**src/rtl/int_return_ctrl_if.sv**
```systemverilog
// Bundle between the interruption module, the decoder,
// the PC-select logic and the return controller.
interface int_return_ctrl_if #(
    parameter int ADDR_W  = 10,
    parameter int DEPTH_W = 3
);
    logic              s_interruption;
    logic [ADDR_W-1:0] dir_int;
    logic [ADDR_W-1:0] pc_ret;
    logic              reti;
    logic              redirect;
    logic [ADDR_W-1:0] redirect_addr;
    logic              s_finished;
    logic              in_service;
    logic [DEPTH_W-1:0] depth;
    logic              stack_ovf;
    logic              stack_unf;

    modport master (
        output s_interruption,
        output dir_int,
        output pc_ret,
        output reti,
        input  redirect,
        input  redirect_addr,
        input  s_finished,
        input  in_service,
        input  depth,
        input  stack_ovf,
        input  stack_unf
    );

    modport slave (
        input  s_interruption,
        input  dir_int,
        input  pc_ret,
        input  reti,
        output redirect,
        output redirect_addr,
        output s_finished,
        output in_service,
        output depth,
        output stack_ovf,
        output stack_unf
    );
endinterface

```
**src/rtl/int_return_ctrl.sv**
```systemverilog
// Interrupt entry/return controller: saves resume addresses
// on a small stack and redirects the PC to handler / back.
module int_return_ctrl #(
    parameter int ADDR_W  = 10,
    parameter int DEPTH   = 4,
    parameter int DEPTH_W = 3
) (
    input logic              clk,
    input logic              reset,
    int_return_ctrl_if.slave bus
);
    localparam int IDX_W = (DEPTH > 1) ? $clog2(DEPTH) : 1;
    localparam logic [DEPTH_W-1:0] FULL = DEPTH_W'(DEPTH);

    typedef enum logic [1:0] {
        RUN,
        ENTER,
        ISR,
        EXIT
    } state_t;

    state_t state, state_nx;

    logic               req_q;
    logic               pending, pending_nx;
    logic [ADDR_W-1:0]  stack [DEPTH];
    logic [DEPTH_W-1:0] depth_q, depth_nx;
    logic [DEPTH_W-1:0] depth_m1;
    logic [ADDR_W-1:0]  addr_q, addr_nx;
    logic               redirect_q, redirect_nx;
    logic               fin_q, fin_nx;
    logic               ovf_q, ovf_nx;
    logic               unf_q, unf_nx;
    logic               rise, want, active, full;
    logic               ret_ok, acc_ok, unf_hit, push;
    logic [IDX_W-1:0]   push_idx, pop_idx;

    assign rise     = bus.s_interruption & ~req_q;
    assign want     = rise | pending;
    assign active   = (state == RUN) || (state == ISR);
    assign full     = (depth_q == FULL);
    assign depth_m1 = depth_q - DEPTH_W'(1);
    assign push_idx = depth_q[IDX_W-1:0];
    assign pop_idx  = depth_m1[IDX_W-1:0];

    // Return beats a same-cycle request; the request waits as pending.
    assign ret_ok  = (state == ISR) && bus.reti;
    assign unf_hit = (state == RUN) && bus.reti;
    assign acc_ok  = active && want && !full && !bus.reti;

    always_comb begin
        state_nx    = state;
        pending_nx  = pending | rise;
        depth_nx    = depth_q;
        addr_nx     = addr_q;
        redirect_nx = 1'b0;
        fin_nx      = 1'b0;
        ovf_nx      = ovf_q | (active && want && full);
        unf_nx      = unf_q;
        push        = 1'b0;

        unique case (state)
            ENTER:   state_nx = ISR;
            EXIT:    state_nx = (depth_q != '0) ? ISR : RUN;
            default: ;
        endcase

        unique case (1'b1)
            ret_ok: begin
                addr_nx     = stack[pop_idx];
                depth_nx    = depth_m1;
                redirect_nx = 1'b1;
                fin_nx      = 1'b1;
                state_nx    = EXIT;
            end
            acc_ok: begin
                push        = 1'b1;
                addr_nx     = bus.dir_int;
                depth_nx    = depth_q + DEPTH_W'(1);
                redirect_nx = 1'b1;
                pending_nx  = 1'b0;
                state_nx    = ENTER;
            end
            unf_hit: unf_nx = 1'b1;
            default: ;
        endcase
    end

    always_ff @(posedge clk or negedge reset) begin
        if (!reset) begin
            state      <= RUN;
            req_q      <= 1'b0;
            pending    <= 1'b0;
            depth_q    <= '0;
            addr_q     <= '0;
            redirect_q <= 1'b0;
            fin_q      <= 1'b0;
            ovf_q      <= 1'b0;
            unf_q      <= 1'b0;
            for (int i = 0; i < DEPTH; i++) begin
                stack[i] <= '0;
            end
        end else begin
            state      <= state_nx;
            req_q      <= bus.s_interruption;
            pending    <= pending_nx;
            depth_q    <= depth_nx;
            addr_q     <= addr_nx;
            redirect_q <= redirect_nx;
            fin_q      <= fin_nx;
            ovf_q      <= ovf_nx;
            unf_q      <= unf_nx;
            if (push) begin
                stack[push_idx] <= bus.pc_ret;
            end
        end
    end

    assign bus.redirect      = redirect_q;
    assign bus.redirect_addr = addr_q;
    assign bus.s_finished    = fin_q;
    assign bus.in_service    = (depth_q != '0);
    assign bus.depth         = depth_q;
    assign bus.stack_ovf     = ovf_q;
    assign bus.stack_unf     = unf_q;
endmodule

```
**src/flat_wrapper.sv**
```systemverilog
// flat-port wrapper written by rule: the top's interface ports become plain ports
module int_return_ctrl_flat 
#(
    parameter int ADDR_W  = 10,
    parameter int DEPTH   = 4,
    parameter int DEPTH_W = 3
)
  (clk, reset, bus_s_interruption, bus_dir_int, bus_pc_ret, bus_reti, bus_redirect, bus_redirect_addr, bus_s_finished, bus_in_service, bus_depth, bus_stack_ovf, bus_stack_unf);
  int_return_ctrl_if #(.ADDR_W(ADDR_W), .DEPTH_W(DEPTH_W)) bus_i ();
  input logic clk;
  input logic reset;
  input wire logic [$bits(bus_i.s_interruption)-1:0] bus_s_interruption;
  input wire logic [$bits(bus_i.dir_int)-1:0] bus_dir_int;
  input wire logic [$bits(bus_i.pc_ret)-1:0] bus_pc_ret;
  input wire logic [$bits(bus_i.reti)-1:0] bus_reti;
  output wire logic [$bits(bus_i.redirect)-1:0] bus_redirect;
  output wire logic [$bits(bus_i.redirect_addr)-1:0] bus_redirect_addr;
  output wire logic [$bits(bus_i.s_finished)-1:0] bus_s_finished;
  output wire logic [$bits(bus_i.in_service)-1:0] bus_in_service;
  output wire logic [$bits(bus_i.depth)-1:0] bus_depth;
  output wire logic [$bits(bus_i.stack_ovf)-1:0] bus_stack_ovf;
  output wire logic [$bits(bus_i.stack_unf)-1:0] bus_stack_unf;
  assign bus_i.s_interruption = bus_s_interruption;
  assign bus_i.dir_int = bus_dir_int;
  assign bus_i.pc_ret = bus_pc_ret;
  assign bus_i.reti = bus_reti;
  assign bus_redirect = bus_i.redirect;
  assign bus_redirect_addr = bus_i.redirect_addr;
  assign bus_s_finished = bus_i.s_finished;
  assign bus_in_service = bus_i.in_service;
  assign bus_depth = bus_i.depth;
  assign bus_stack_ovf = bus_i.stack_ovf;
  assign bus_stack_unf = bus_i.stack_unf;
  int_return_ctrl #(.ADDR_W(ADDR_W), .DEPTH(DEPTH), .DEPTH_W(DEPTH_W)) u_core (.clk(clk), .reset(reset), .bus(bus_i));
endmodule
```
**config.mk**
```make
export PLATFORM = sky130hd
export DESIGN_NAME = int_return_ctrl_flat
export DESIGN_NICKNAME = d
export VERILOG_FILES = /design/src/rtl/int_return_ctrl_if.sv /design/src/rtl/int_return_ctrl.sv /design/src/flat_wrapper.sv
export SDC_FILE = /design/constraint.sdc
export NUM_CORES = 1
export LEC_CHECK = 0
export ABC_CLOCK_PERIOD_IN_PS = 4000
export CORE_MARGIN = 2
export CORE_UTILIZATION = 60
export CTS_BUF_LIST = sky130_fd_sc_hd__clkbuf_8
export DETAILED_ROUTE_END_ITERATION = 7
export MAX_ROUTING_LAYER = met4
export PLACE_DENSITY_LB_ADDON = 0.3
export REMOVE_ABC_BUFFERS = 1
export SETUP_SLACK_MARGIN = 0.2
export SYNTH_ARGS = -nofsm -noshare
export SYNTH_HDL_FRONTEND = slang
export SYNTH_SLANG_ARGS = --single-unit
export TNS_END_PERCENT = 10
```
**constraint.sdc**
```tcl
create_clock -name clk -period 4 [get_ports clk]
set_input_delay 0.6 -clock clk [delete_from_list [all_inputs] [get_ports clk]]
set_output_delay 0.6 -clock clk [all_outputs]
set_load 0.02 [all_outputs]
```
==> impl_metrics.env, run 1 <==
export IMPL_netlist_instances=196
export IMPL_first_pass_iters=4
export IMPL_viasPerCell=5.762
export IMPL_cp_start_kind="flip-flop"
export IMPL_drc=0
export IMPL_multi_input_area_um2=1235
export IMPL_routed_wl_um=5585
export IMPL_drtAntennaViolNets=0
export IMPL_syn_area_um2=2816
export IMPL_cts_sinks=61
export IMPL_fin_nets=275
export IMPL_wl_per_cell_um=18.43
export IMPL_relSlewSlack=0.3940
export IMPL_vias=1746
export IMPL_crit_required_ns=3.40
export IMPL_skew_ns=0.008884
export IMPL_core_um2=4444
export IMPL_post_cts_resized=0
export IMPL_p_per_area_nw_per_um2=880.6
export IMPL_ys_warnings_count=0
export IMPL_period_minus_slack_ns=2.830
export IMPL_antenna_cells=0
export IMPL_grt_pass1_vias=1789
export IMPL_rows=24
export IMPL_seqCellArea_um2=1526
export IMPL_hp_class="in -> async"
export IMPL_die_y_um=72.52
export IMPL_synth_area_top_cells="dfrtp_1 (54%), mux2_4 (16%), mux4_2 (8.0%)"
export IMPL_grt_max_degree=62
export IMPL_tns_ns=0
export IMPL_p_leak_nw=1.629
export IMPL_overflow=0
export IMPL_insertion_delay_ns=0.34
export IMPL_yosysSeqAreaShare=0.5420
export IMPL_cp_arrival_ns=2.23
export IMPL_synthDistinctLibCells=27
export IMPL_setup_viol_count_final=0
export IMPL_fmaxAchievable_ghz=0.3533
export IMPL_root_buffer="clkbuf_8"
export IMPL_dieArea_um2=5258
export IMPL_syn_area_per_cell_um2=14.37
export IMPL_drv_cap=0
export IMPL_gp_congestion=0.7991
export IMPL_path_clk_slew_ns=0.07
export IMPL_grt_pass1_wl_um=8880
export IMPL_start_util=0.6337
export IMPL_cts_hold_buf=0
export IMPL_yosysTopAreaCellShare=0.5420
export IMPL_post_cts_setup_buffers=0
export IMPL_worstPathMaxFanout=14
export IMPL_rsz0062_at_grt="no"
export IMPL_io_pins=42
export IMPL_cts_made_buffers=9
export IMPL_ys_ff_latch=61
export IMPL_chipWidth_um=72.52
export IMPL_antenna_found_initial=0
export IMPL_drv_slew=0
export IMPL_drt_initial_drc_count=74
export IMPL_synth_top_area_cell="dfrtp_1"
export IMPL_crit_type="reg -> out"
export IMPL_outcome="completed"
export IMPL_fillCellCount=255
export IMPL_cp_end_kind="output port"
export IMPL_worst_slew_pin_slew_ns=0.9090
export IMPL_htree_levels=3
export IMPL_power_total_mw=3.107
export IMPL_finalCritPeriodShare=0.7075
export IMPL_cts_max_path_buffers=2
export IMPL_grtUsageTotal=0.2449
export IMPL_area_growth_pct=25.28
export IMPL_hold_violations=0
export IMPL_drive_above_1_share=0.3028
export IMPL_cts_tree="built"
export IMPL_vdd_drop_max_v=0.0005538
export IMPL_place_hpwl_um=3608
export IMPL_portBuffers=41
[worst max-delay path: stages, from the launching register on]
cell and delay (ns):
dfrtp_1 0.36, buf_4 0.21, inv_1 0.16, ha_1 0.35
or2b_1 0.28, clkdlybuf4s50_1 0.54
[path summary, 6_finish.rpt]
check	startpoint	to	slack, ns	cells after the start
worst min-delay path	reset	u_core.bus.redirect	0.41	2
worst max register to register	u_core.bus.depth[0]	u_core.stack[23]	1.18	7
min in group clk	u_core.bus.stack_unf	u_core.bus.stack_unf	0.45	1
max in group asynchronous	reset	u_core.stack[39]	3.10	2
worst min register to register	u_core.bus.stack_unf	u_core.bus.stack_unf	0.45	1
worst max-delay path	u_core.bus.depth[0]	bus_in_service	1.17	5
[placed cells by master (no fill, tap or decap), drive strengths merged]
cell           count
o21ai              1
o22ai              1
nand3b             1
nor3               1
a211oi             1
bufinv             3
dfrtp             61
o21a               1
xor2               1
a31o               1
o211ai             1
mux4              10
a21o               1
ha                 5
clkbuf            10
nor2b              1
nand2             18
clkdlybuf4s50     40
buf                7
mux2              40
inv                5
clkinv             1
a21oi             21
xnor2              1
nor2              17
or2b               1
[report_power, final]
group	leakage, nW	total, mW	internal, mW	switching, mW
logic	0.771	1.35	0.762	0.586
registers	0.729	1.10	0.920	0.183
clock network	0.129	0.656	0.425	0.231
total	1.63	3.11	2.11	0.999
[sequential cells by signal (all words and copies together) (netlist names)]
signal	cells
u_core.bus.depth	3
u_core.bus.redirect	1
u_core.bus.redirect_addr	10
u_core.bus.s_finished	1
u_core.bus.stack_ovf	1
u_core.bus.stack_unf	1
u_core.pending	1
u_core.req_q	1
u_core.stack	40
u_core.state	2
[cell families after synthesis]
family                   count (synthesis)  share of synthesized area
AO/OA/AOI/OAI                           28                    0.05687
multiplexers                            50                     0.2799
buffers and inverters                   11                    0.01955
XOR/XNOR                                 2                   0.006221
AND/OR/NAND/NOR                         39                    0.07330
adder cells (fa/ha/maj)                  5                    0.02221
flip-flops                              61                     0.5420
[layout make-up]
cell class / instances / share of cell area
Sequential cell: 61 / 0.4326
Multi-Input combinational cell: 124 / 0.3500
Timing Repair Buffer: 47 / 0.1277
Clock buffer: 10 / 0.03901
Clock inverter: 6 / 0.02908
Tap cell: 52 / 0.01844
Inverter: 3 / 0.003191
[metrics by stage]
stage | area (um2) | utilization | setup WS [ns] | instances | hold slack (ns)
final | 3528 | 0.7939 | 1.170 | 303 | 0.4103
after global routing | 3528 | 0.7939 | 1.058 | 303 | 0.4711
after CTS | 3528 | 0.7939 | 1.161 | 303 | 0.4239
after detailed placement | 3288 | 0.7399 | 1.194 | 287 | 0.4463
after global placement | 3288 | 0.7399 | 1.231 | 287 | 0.4391
after floorplan | 2773 | - | 1.057 | 188 | 0.3044
[cells in the mapped netlist, drive strengths merged]
library cell  count
dfrtp            61
mux2             40
a21oi            21
nand2            18
nor2             17
mux4             10
ha                5
buf               4
clkbuf            4
inv               3
a211oi            1
a21o              1
a31o              1
nand3b            1
nor2b             1
nor3              1
o211ai            1
o21a              1
o21ai             1
o22ai             1
or2b              1
xnor2             1
xor2              1
[routing by layer]
metal	wire length, um	global-route usage	part of all wire
met4	63	0.1008	0.011
met1	2446	0.2953	0.44
met5	0	-	0
met2	2787	0.3843	0.50
met3	287	0.07917	0.051
No activity file was read; power rests on OpenSTA's default activity.
==> run 2, diff against run 1 <==
--- a/config.mk
+++ b/config.mk
@@ -5,9 +5,9 @@
 export SDC_FILE = /design/constraint.sdc
 export NUM_CORES = 1
 export LEC_CHECK = 0
-export ABC_CLOCK_PERIOD_IN_PS = 4000
+export ABC_CLOCK_PERIOD_IN_PS = 2700
 export CORE_MARGIN = 2
-export CORE_UTILIZATION = 60
+export CORE_UTILIZATION = 56
 export CTS_BUF_LIST = sky130_fd_sc_hd__clkbuf_8
 export DETAILED_ROUTE_END_ITERATION = 7
 export MAX_ROUTING_LAYER = met4
==> constraint.sdc (replaced) <==
create_clock -name clk -period 2.7 [get_ports clk]
set_input_delay 0.405 -clock clk [delete_from_list [all_inputs] [get_ports clk]]
set_output_delay 0.405 -clock clk [all_outputs]
set_load 0.02 [all_outputs]
==> run 2 against run 1 <==
First-iteration DRC count is 24% higher. Sequential share of layout area is 0.36 points higher. Non-clock buffer count stayed put. Flip-flop and latch count stayed put. Setup slack worse by 0.88 ns. Highest routed layer unchanged.
==> impl_metrics.env, run 2 (synthesis results as in run 1) <==
export IMPL_cp_start_kind="flip-flop"
export IMPL_hold_violations=0
export IMPL_portBuffers=41
export IMPL_period_minus_slack_ns=2.415
export IMPL_drc=0
export IMPL_p_leak_nw=1.603
export IMPL_first_pass_iters=4
export IMPL_grt_pass1_vias=1779
export IMPL_critical_path_top_delay_family="buffers and inverters"
export IMPL_power_total_mw=4.361
export IMPL_cts_made_buffers=9
export IMPL_cts_tree="built"
export IMPL_dieArea_um2=5613
export IMPL_worst_slew_pin_slew_ns=0.7514
export IMPL_drtAntennaViolNets=0
export IMPL_fmaxAchievable_ghz=0.4141
export IMPL_fin_nets=275
export IMPL_relSlewSlack=0.4991
export IMPL_largest_reg_flops=40
export IMPL_core_um2=4786
export IMPL_crit_required_ns=2.30
export IMPL_crit_slowest_cell="clkdlybuf4s50_1"
export IMPL_multi_input_area_um2=1237
export IMPL_worstPathMaxFanout=4
export IMPL_p_per_area_nw_per_um2=1246
export IMPL_dp_slack_ns=0.4764
export IMPL_cp_end_kind="output port"
export IMPL_place_hpwl_um=3607
export IMPL_viasPerCell=5.464
export IMPL_grtUsageTotal=0.2356
export IMPL_vdd_drop_max_v=0.0007094
export IMPL_chipWidth_um=74.92
export IMPL_hp_class="in -> async"
export IMPL_path_clk_slew_ns=0.06
export IMPL_final_common_cell="dfrtp_1"
export IMPL_path_cells="inv_1, ha_2, or2b_1, clkdlybuf4s50_1"
export IMPL_drive_above_1_share=0.3040
export IMPL_top_register="u_core.stack"
export IMPL_htree_levels=3
export IMPL_grt_max_degree=62
export IMPL_routed_wl_um=5530
export IMPL_rsz0062_at_grt="no"
export IMPL_cp_arrival_ns=2.01
export IMPL_post_cts_setup_buffers=0
export IMPL_drv_cap=0
export IMPL_rows=25
export IMPL_antenna_cells=0
export IMPL_area_growth_pct=24.26
export IMPL_max_stage_delay_ns=0.54
export IMPL_setup_slack_ns=0.2848
export IMPL_root_buffer="clkbuf_8"
export IMPL_fillCellCount=319
export IMPL_skew_ns=0.007244
export IMPL_cts_sinks=61
export IMPL_drt_initial_drc_count=92
export IMPL_drv_slew=0
export IMPL_cts_max_path_buffers=2
export IMPL_vias=1732
export IMPL_finalCritPeriodShare=0.8945
export IMPL_insertion_delay_ns=0.34
export IMPL_cp_num_buf_inv=2
export IMPL_crit_type="reg -> out"
export IMPL_start_util=0.5885
export IMPL_gp_congestion=0.8076
export IMPL_overflow=0
export IMPL_grt_pass1_wl_um=8942
export IMPL_wl_per_cell_um=17.44
export IMPL_io_pins=42
export IMPL_final_cell_mix="dfrtp_1 (61), clkdlybuf4s50_1 (40), mux2_4 (30), a21oi_1 (21), nor2_1 (17)"
export IMPL_seqCellArea_um2=1526
export IMPL_setup_viol_count_final=0
export IMPL_antenna_found_initial=0
export IMPL_outcome="completed"
export IMPL_die_y_um=74.92
run 2: changes by cell type in the layout (fill, tap and decap cells not counted):
cell       change
ha_2           +1
buf_12         +1
buf_4          -1
clkbuf_8       +2
o21ai_0        -1
bufinv_16      -3
o21ai_1        +1
ha_1           -1
run 2: stage by stage:
step	TNS (ns)	hold slack (ns)	area (um2)	cells	utilization
global placement	0	0.4496	3319	302	0.6936
detailed placement	0	0.4512	3319	302	0.6936
CTS	0	0.2434	3497	317	0.7307
global route	0	0.2890	3500	317	0.7312
floorplan	-7.287	0.1094	2773	188	-
finish	0	0.2139	3500	317	0.7312
run 2: what timing repair did:
item                                    CTS  global route
gates resized for setup                   0             1
endpoints found under the setup margin    0             1
hold buffers                              0             0
run 2: final cells by class:
class / count / share of cell area
sequential: 61 / 0.4362
multi-input combinational: 124 / 0.3536
timing repair buffer: 47 / 0.1323
clock buffer: 12 / 0.04719
tap: 67 / 0.02395
clock inverter: 3 / 0.003575
inverter: 3 / 0.003218
run 2: where the power goes:
part	internal, mW	total, mW	switching (mW)
combinational	1.15	2.00	0.855
sequential	1.36	1.64	0.273
clock	0.395	0.721	0.326
run 2: layer usage:
| metal | up-vias | GRT usage | wire [um] |
|---|---|---|---|
| met1 | 888 | 0.3054 | 2453 |
| li1 | 793 | - | - |
| met3 | 9 | 0.04819 | 170 |
| met2 | 42 | 0.3596 | 2795 |
| met5 | - | - | 0 |
| met4 | 0 | 0.1091 | 111 |
run 2: worst paths after layout:
path	endpoint	cells past startpoint	slack [ns]	startpoint
setup / recovery	bus_in_service	4	0.28	u_core.bus.depth[1]
hold / removal	u_core.bus.stack_ovf	2	0.21	reset
setup reg to reg	u_core.stack[28]	7	0.53	u_core.bus.depth[1]
hold reg to reg	u_core.bus.stack_unf	1	0.46	u_core.bus.stack_unf
max in group asynchronous	u_core.bus.depth[1]	2	1.99	reset
min in group clk	u_core.bus.stack_unf	1	0.46	u_core.bus.stack_unf
==> variant (config.mk and constraints of run 2) <==
Take the reset off `addr_q` and load it in a clocked block of its own.
--- a/src/rtl/int_return_ctrl.sv
+++ b/src/rtl/int_return_ctrl.sv
@@ -92,7 +92,6 @@
             req_q      <= 1'b0;
             pending    <= 1'b0;
             depth_q    <= '0;
-            addr_q     <= '0;
             redirect_q <= 1'b0;
             fin_q      <= 1'b0;
             ovf_q      <= 1'b0;
@@ -105,7 +104,6 @@
             req_q      <= bus.s_interruption;
             pending    <= pending_nx;
             depth_q    <= depth_nx;
-            addr_q     <= addr_nx;
             redirect_q <= redirect_nx;
             fin_q      <= fin_nx;
             ovf_q      <= ovf_nx;
@@ -114,6 +112,10 @@
                 stack[push_idx] <= bus.pc_ret;
             end
         end
+    end
+
+    always_ff @(posedge clk) begin
+        addr_q <= addr_nx;
     end
 
     assign bus.redirect      = redirect_q;
Function: changed (Yosys sat finds a counterexample within 4 cycles, from zero or initial values and one cycle with reset low).
==> variant against run 2 <==
Design area is 0.32% lower; setup slack better by 0.052 ns; register-to-register slack better by 0.04 ns; highest routed layer unchanged; core utilization is 0.24 points higher; area after synthesis is 0.84% lower; critical path depth stayed put; count of clock-buffer cells in the layout is 3 lower; power is 4.4% higher; sequential cell count stayed put; sequential share of layout area is 1.6 points higher; fmax is 2.2% higher; sequential power is 4% higher; routed wire length is 0.29% higher; via count is 4.7% lower.
==> variant: results (changes against run 2) <==
top cells by area, synth dfrtp_1, mux2_4, edfxtp_1, mux4_2, nand2_1; Arr. time, crit path 1.96 ns (-0.05 ns); Max FO, Critical Path 6 (+2); register-to-register setup slack 0.57 ns (+0.04 ns); drt first-iter violations 110 (+20%); Clock Skews 0.00754 ns (+0.000300 ns); sw frac 33.6% (+0.23 points); sequential element share of the synthesized area 56.5% (+2.3 points); drt wl/cell 18.1 um (+3.9%); worst hold margin 0.0446 ns (-0.169 ns); fill cell instance count of the final layout 312 (-2.2%); Area growth syn-to-layout 24.9%; Pre-antenna DRT Iters 4 (unchanged); post-DP HPWL 3890 um (+7.8%); share of layout cells above drive strength 1 32.6% (+2.2 points); Post-synth EDFFs 10 (+10); ys async rst share 83.6% (-16 points); met2 wire length 2710 um (-3.1%); worst reg2reg path endpoint u_core.stack[15]; Logic power comb 0.00206 W (+3%); Placed Cells incl. Taps 290 (-4.0%); relative slew slack 64.5% (+15 points); Layout Cells excl Fill 306 (-3.5%); routed vias/inst 5.39 (-1.3%); Top reg by flops u_core.stack; nets@finish 263 (-4.4%); leakage 1.60 nW (-0.40%); Power Clock 0.000787 W (+9.2%); first-pass GRT wire length 9250 um (+3.4%); vias in the first global route 1,767 (-0.67%); Total GRT Usage 23.9% (+0.34 points); Synth top cells by count dfrtp_1, nand2_1, mux2_4; HP Class in -> async; Reg2Reg Depth 7 (unchanged); Worst VDD drop 778 uV (+9.7%); pre-CTS setup slack 0.493 ns (+0.0163 ns); status finished, final reports clean; met3 wire len 233 um (+37%); final estimated routing congestion in global placement 0.910 (+13%); cell internal pwr 0.00302 W (+4.0%); largest net degree at the start of global routing 31 (-50%); Largest register FFs 40 (unchanged); wl on met1 2510 um (+2.4%); Mapped Cells 183 (-6.6%); Area after DPL 3290 sq um (-1.0%)
## variant: worst max-delay path: stages, from the launching register on
cell and delay (ns):
dfrtp_1 0.44, inv_1 0.18, ha_4 0.21, or2b_1 0.25, clkdlybuf4s50_1 0.54
## variant: worst max-delay path by stage
stage	start	to	slack, ns	cells past startpoint
after CTS	u_core.bus.depth[1]	bus_in_service	0.27	4
after global placement	bus_reti	u_core.stack[20]	0.51	6
after detailed placement	u_core.bus.depth[1]	u_core.stack[13]	0.49	7
after floorplan	u_core.bus.depth[0]	u_core.stack[10]	-0.24	6
after global routing	u_core.bus.depth[1]	bus_in_service	0.25	4
final	u_core.bus.depth[1]	bus_in_service	0.34	4
## variant: repair_timing
action,4_1_cts,5_1_grt
hold buffers,0,0
gates resized for setup,1,1
endpoints found under the setup margin,1,1
## variant: routing by layer
metal / track usage [%] / vias to the layer above
met5: - / -
met4: 9.72 / 0
met3: 6.16 / 8
met2: 35.3 / 46
met1: 32.0 / 846
li1: - / 750
## variant: cells by family (layout without fill, tap and decap cells)
family                     count (synthesis)  count (layout)  share of synthesized area [%]
adders and majority gates                  5               5                           2.24
buffers and inverters                      9              65                           1.61
AOI/OAI and AO/OA                          9               9                           2.37
xor gates and xnor gates                   2               2                          0.627
DFF                                       61              61                           56.5
and+or+nand+nor                           47              47                           8.47
muxes                                     50              50                           28.2
## variant: final cells by class
cell class | count | share of cell area, %
clock buffer | 9 | 3.55
clock inverter | 7 | 1.90
inverter | 3 | 0.323
multi-input combinational | 113 | 33.9
sequential | 61 | 45.2
tap | 67 | 2.40
timing repair buffer | 46 | 12.7
